$ cat src/rtl/branch_predictor_table_if.sv
// Predictor bus: resolution update from the ECR file, flush, issue-stage
// lookup and the table's status/prediction outputs.
interface branch_predictor_table_if;
    typedef struct packed {
        logic        en;
        logic [31:0] pc;
        logic        actual_taken;
    } bp_update_t;

    bp_update_t  bp_update;
    logic        flush_req;
    logic [31:0] lookup_pc;
    logic        pred_taken;
    logic        ready;
    logic [31:0] upd_count;
    logic [31:0] drop_count;

    modport master (
        output bp_update, flush_req, lookup_pc,
        input  pred_taken, ready, upd_count, drop_count
    );

    modport slave (
        input  bp_update, flush_req, lookup_pc,
        output pred_taken, ready, upd_count, drop_count
    );
endinterface

$ cat src/rtl/branch_predictor_table.sv
// Table of 2-bit saturating direction counters indexed by pc[IDX_W+1:2].
// After reset or flush the table is swept to INIT_CTR one entry per cycle;
// predictions are valid (ready=1) only once the sweep has finished.
module branch_predictor_table #(
    parameter int         NUM_ENTRIES = 64,
    parameter logic [1:0] INIT_CTR    = 2'b01
) (
    input logic                     clk,
    input logic                     rst_n,
    branch_predictor_table_if.slave bp
);
    localparam int               IDX_W    = $clog2(NUM_ENTRIES);
    localparam logic [IDX_W-1:0] LAST_IDX = IDX_W'(NUM_ENTRIES - 1);

    typedef enum logic {
        ST_INIT = 1'b0,
        ST_RUN  = 1'b1
    } state_t;

    state_t           state_q, state_d;
    logic [IDX_W-1:0] init_ptr_q, init_ptr_d;
    logic [31:0]      upd_count_q, upd_count_d;
    logic [31:0]      drop_count_q, drop_count_d;
    logic [1:0]       ctr_q [NUM_ENTRIES];
    logic [1:0]       ctr_d [NUM_ENTRIES];

    logic [IDX_W-1:0] upd_idx;
    logic [IDX_W-1:0] lookup_idx;
    logic [1:0]       upd_val;

    function automatic logic [1:0] sat_ctr(input logic [1:0] ctr, input logic taken);
        if (taken) begin
            return (ctr == 2'b11) ? 2'b11 : ctr + 2'b01;
        end
        return (ctr == 2'b00) ? 2'b00 : ctr - 2'b01;
    endfunction

    // Word-aligned PC index; upper PC bits are dropped so distant branches alias.
    assign upd_idx    = IDX_W'(bp.bp_update.pc >> 2);
    assign lookup_idx = IDX_W'(bp.lookup_pc >> 2);
    assign upd_val    = sat_ctr(ctr_q[upd_idx], bp.bp_update.actual_taken);

    // Next state: INIT sweep writes, RUN updates, drop/update counting, flush restart.
    always_comb begin
        state_d      = state_q;
        init_ptr_d   = init_ptr_q;
        upd_count_d  = upd_count_q;
        drop_count_d = drop_count_q;
        ctr_d        = ctr_q;
        case (state_q)
            ST_INIT: begin
                ctr_d[init_ptr_q] = INIT_CTR;
                init_ptr_d        = init_ptr_q + IDX_W'(1);
                if (bp.bp_update.en) begin
                    drop_count_d = drop_count_q + 32'd1;
                end
                if (init_ptr_q == LAST_IDX) begin
                    state_d = ST_RUN;
                end
            end
            ST_RUN: begin
                if (bp.bp_update.en) begin
                    ctr_d[upd_idx] = upd_val;
                    upd_count_d    = upd_count_q + 32'd1;
                end
            end
            default: begin
                state_d = ST_INIT;
            end
        endcase
        // A flush still lets this cycle's RUN update land; only the sweep restarts.
        if (bp.flush_req) begin
            state_d    = ST_INIT;
            init_ptr_d = '0;
        end
    end

    // Control registers, cleared asynchronously so reset aborts activity at once.
    always_ff @(posedge clk or negedge rst_n) begin
        if (!rst_n) begin
            state_q      <= ST_INIT;
            init_ptr_q   <= '0;
            upd_count_q  <= '0;
            drop_count_q <= '0;
        end else begin
            state_q      <= state_d;
            init_ptr_q   <= init_ptr_d;
            upd_count_q  <= upd_count_d;
            drop_count_q <= drop_count_d;
        end
    end

    // Counter storage is unreset; the INIT sweep gives it defined contents.
    always_ff @(posedge clk) begin
        ctr_q <= ctr_d;
    end

    // Prediction with same-cycle bypass of an update hitting the looked-up entry.
    always_comb begin
        bp.pred_taken = 1'b0;
        if (state_q == ST_RUN) begin
            if (bp.bp_update.en && (upd_idx == lookup_idx)) begin
                bp.pred_taken = upd_val[1];
            end else begin
                bp.pred_taken = ctr_q[lookup_idx][1];
            end
        end
    end

    assign bp.ready      = (state_q == ST_RUN);
    assign bp.upd_count  = upd_count_q;
    assign bp.drop_count = drop_count_q;
endmodule

$ cat src/flat_wrapper.sv
// flat-port wrapper written by rule: the top's interface ports become plain ports
module branch_predictor_table_flat 
#(
    parameter int         NUM_ENTRIES = 64,
    parameter logic [1:0] INIT_CTR    = 2'b01
)
  (clk, rst_n, bp_bp_update, bp_flush_req, bp_lookup_pc, bp_pred_taken, bp_ready, bp_upd_count, bp_drop_count);
  branch_predictor_table_if bp_i ();
  input logic clk;
  input logic rst_n;
  input wire logic [$bits(bp_i.bp_update)-1:0] bp_bp_update;
  input wire logic [$bits(bp_i.flush_req)-1:0] bp_flush_req;
  input wire logic [$bits(bp_i.lookup_pc)-1:0] bp_lookup_pc;
  output wire logic [$bits(bp_i.pred_taken)-1:0] bp_pred_taken;
  output wire logic [$bits(bp_i.ready)-1:0] bp_ready;
  output wire logic [$bits(bp_i.upd_count)-1:0] bp_upd_count;
  output wire logic [$bits(bp_i.drop_count)-1:0] bp_drop_count;
  assign bp_i.bp_update = bp_bp_update;
  assign bp_i.flush_req = bp_flush_req;
  assign bp_i.lookup_pc = bp_lookup_pc;
  assign bp_pred_taken = bp_i.pred_taken;
  assign bp_ready = bp_i.ready;
  assign bp_upd_count = bp_i.upd_count;
  assign bp_drop_count = bp_i.drop_count;
  branch_predictor_table #(.NUM_ENTRIES(NUM_ENTRIES), .INIT_CTR(INIT_CTR)) u_core (.clk(clk), .rst_n(rst_n), .bp(bp_i));
endmodule
$ cat config.mk
export PLATFORM = sky130hd
export DESIGN_NAME = branch_predictor_table_flat
export DESIGN_NICKNAME = d
export VERILOG_FILES = /design/src/rtl/branch_predictor_table_if.sv /design/src/rtl/branch_predictor_table.sv /design/src/flat_wrapper.sv
export SDC_FILE = /design/constraint.sdc
export NUM_CORES = 1
export LEC_CHECK = 0
export CAP_MARGIN = 20
export CORE_MARGIN = 2
export CORE_UTILIZATION = 45
export CTS_BUF_LIST = sky130_fd_sc_hd__clkbuf_8 sky130_fd_sc_hd__clkbuf_16
export DETAILED_ROUTE_END_ITERATION = 12
export GPL_ROUTABILITY_DRIVEN = 1
export PLACE_DENSITY = 0.77
export SETUP_SLACK_MARGIN = 0.05
export SLEW_MARGIN = 20
export SYNTH_ARGS = -nofsm -noshare
export SYNTH_HDL_FRONTEND = slang
export SYNTH_SLANG_ARGS = --single-unit
$ cat constraint.sdc
create_clock -name clk -period 6.75 [get_ports clk]
set_input_delay 0.675 -clock clk [delete_from_list [all_inputs] [get_ports clk]]
set_output_delay 0.675 -clock clk [all_outputs]
set_load 0.05 [all_outputs]
==> metrics.txt <==
status complete, but fails checks; failing checks DRC; DP Wirelength about 25000 µm; number of DRC markers in iteration 0 1642; initial antenna violation count 1; total CTS buffers 17; sequential area share after synthesis 0.4681; ordered cell list for the critical path clkdlybuf4s50_1, buf_4, and2_1, a22oi_1, o2bb2ai_1, a211oi_1, o21bai_1, nor4_2, maj3_2, a21oi_1, clkdlybuf4s50_1; placed cell area 0.01290 mm²; GPL Wtd Cong 0.9908; Starting Density 0.4595; Avg Cell Area, Syn 10.14 µm²; clock group share of total power 0.320; Post-Place Cells 1522; Vias 10330; Worst path most repeated cell clkdlybuf4s50_1; Post-Synthesis Cells 1184; post-synth top area share 0.3201; clk slew on worst S/H paths 0.08 ns; CTS Root Cell clkbuf_16; H-tree depth 4; total wire length approximately 38000 µm; Critical Path Sink Type output pin; first-pass GRT wire length 58360 µm; post-synthesis compound-gate area fraction 0.1954; Layout Skew 0.02508 ns; count of final max-slew check failures 0; DIE WIDTH 167.4 µm; Worst VDD drop 159.4 µV; Worst Path Arrival 4.73 ns; synth unique cells 58; clk buf depth 2; Die Height 167.4 µm; CTS tree built; post-synthesis adder-cell area fraction 0.004897; final setup violation count 0; Async SR Flop Fraction 0.3568; slew margin rel. 0.1767; Top FF cell, synth edfxtp_1; WL/cell between 20 and 25 µm; fin crit share 0.8013; Crit path max-delay family buffers and inverters; # hold bufs at CTS 0; CTS Sinks 199; Crit path buffers/inverters 3; setup TNS 0 ns; DR vias/cell 6.644; total gr overflow 0; total number of yosys warnings 0; f_max 184.9 MHz; most common cell after layout, fill and taps aside nor2_1; die area 0.02801 mm²; post-route antenna net violation count 0; Syn Std Cell Area 0.01201 mm²; area of all placed cells without fillers between 0.01 and 0.015 mm²; Final Critical Period roughly 5.4 ns; Worst-Skew Late Latency between 0.4 and 0.5 ns; internal power 2216 µW; switching power 1061 µW; CP Class input port to output pin; Worst Path Required 6.07 ns; Hold Violations, Final 0; largest family of logic cells by synthesized area compound AO/OA/AOI/OAI gates; share of cells above drive strength 1 0.1296; postcts setup bufs 0; worst hold path class input port to asynchronous set/reset pin; Fillers 2308; I/O pin count 135; sw frac 0.3237; Synth area leaders edfxtp_1, dfrtp_1, o22ai_2; Max Cap Viol 0; crit-path max cell delay between 0.8 and 0.9 ns; vias in the first global route 10140; largest net degree at the start of global routing 96; Final Non-Filler Cells 1555; post-synth net total 1256; RSZ-0062 raised after global routing no; power density over cell area about 240 mW/mm²; most frequent cells in the layout nor2_1, edfxtp_1, nand2_1; worst-margin pin slew 1.230 ns; Min Hold Slack 0.4185 ns; fin worst setup slack 1.341 ns; CTS resizes 0; Flop pwr share 0.482; pre-CTS setup slack 1.529 ns; Core ar. 0.02613 mm²; Logic pwr share 0.198; I/O Buffers 82; Worst Setup Start Kind input port; Slowest-stage cell, CP clkdlybuf4s50_1; simple-gate share of the synthesized area 0.1584; multiplexer share of the synthesized area 0.06408; Lkg Pwr 0.004814 µW; Area Overhead vs Synth 12.49%; Placement Rows between 50 and 60; Total Routing Usage GR 0.2696; largest area contributor in the netlist edfxtp_1; drt first pass iters 10; critical path fanouts, max 16; Seq cells post-synth about 200; Synth Area in XOR/XNOR 0.05252; nets 1278; Post-route DRC 2; Post-synth EDFFs around 130
## cells by family after synthesis
logic type / after synthesis
buffers and inverters: 149
adder cells (fa/ha/maj): 5
AO/OA/AOI/OAI: 309
multiplexers: 47
AND/OR/NAND/NOR: 403
XOR/XNOR: 72
flip-flops: 199
## state kept, by name, indices dropped and copies added, names as in the netlist
| name | cells |
|---|---|
| u_core.ctr_q | 128 |
| u_core.bp.upd_count | 32 |
| u_core.bp.drop_count | 32 |
| u_core.init_ptr_q | 6 |
| u_core.bp.ready | 1 |
## power by group through the flow
stage	registers (µW)	logic, µW	clock network (µW)
final	1580	650	1050
after global placement	1590	617	0
after global routing	1590	686	1100
after detailed placement	1600	630	0
after floorplan	1620	410	0
after CTS	1570	635	1050
## cell type report
class | count | area (µm²) | share of cell area
Antenna cell | 1 | 2.502 | 0.0001853
Clock buffer | 17 | 425.4 | 0.03149
Clock inverter | 15 | 181.4 | 0.01343
Inverter | 53 | 198.9 | 0.01473
Multi-Input combinational cell | 836 | 5723 | 0.4237
Sequential cell | 199 | 5624 | 0.4164
Tap cell | 335 | 419.2 | 0.03103
Timing Repair Buffer | 99 | 933.4 | 0.06910
## worst reg2reg max path: stages, from the launching register on
cell and delay [ns]:
edfxtp_1 0.47, a22oi_1 0.25, o32ai_1 0.14, nor4_1 0.32, o211ai_1 0.15, nor4_2 0.36
maj3_4 0.86, buf_4 0.38, o22ai_1 0.13
## through the flow
stage / total power, µW / utilization
2_1_floorplan: 2027 / -
4_1_cts: 3259 / 0.5167
3_5_place_dp: 2227 / 0.4935
6_report: 3276 / 0.5169
5_1_grt: 3376 / 0.5169
3_3_place_gp: 2206 / 0.4935
## cells in the mapped netlist (23+ instances only)
library cell and count:
nor2_1 139, edfxtp_1 128, nand2_1 117, o21ai_0 108, dfrtp_1 71, o22ai_2 59
clkbuf_1 53, inv_1 53, xnor2_1 53, o32ai_1 49, nand3_1 33, nor2b_1 26
a22oi_1 25, mux4_2 23
## layer usage
metal	up-vias	GRT usage	part of all wire
li1	4417	-	-
met1	4974	0.3462	0.37
met2	751	0.4158	0.45
met3	189	0.05460	0.11
met4	0	0.1784	0.068
met5	-	0	0
## final timing paths
check / endpoint / depth (start not counted) / slack, ns / startpoint
worst min-delay path: u_core.bp.upd_count[31] / 2 / 0.42 / rst_n
worst min register to register: u_core.bp.drop_count[31] / 1 / 0.48 / u_core.bp.drop_count[31]
worst max-delay path: bp_pred_taken / 11 / 1.34 / bp_bp_update[3]
max in group asynchronous: u_core.bp.ready / 2 / 5.66 / rst_n
min in group clk: u_core.bp.drop_count[31] / 1 / 0.48 / u_core.bp.drop_count[31]
worst max register to register: u_core.ctr_q[4] / 8 / 3.39 / u_core.ctr_q[115]
Note: power is estimated with default switching activity, not from simulation.
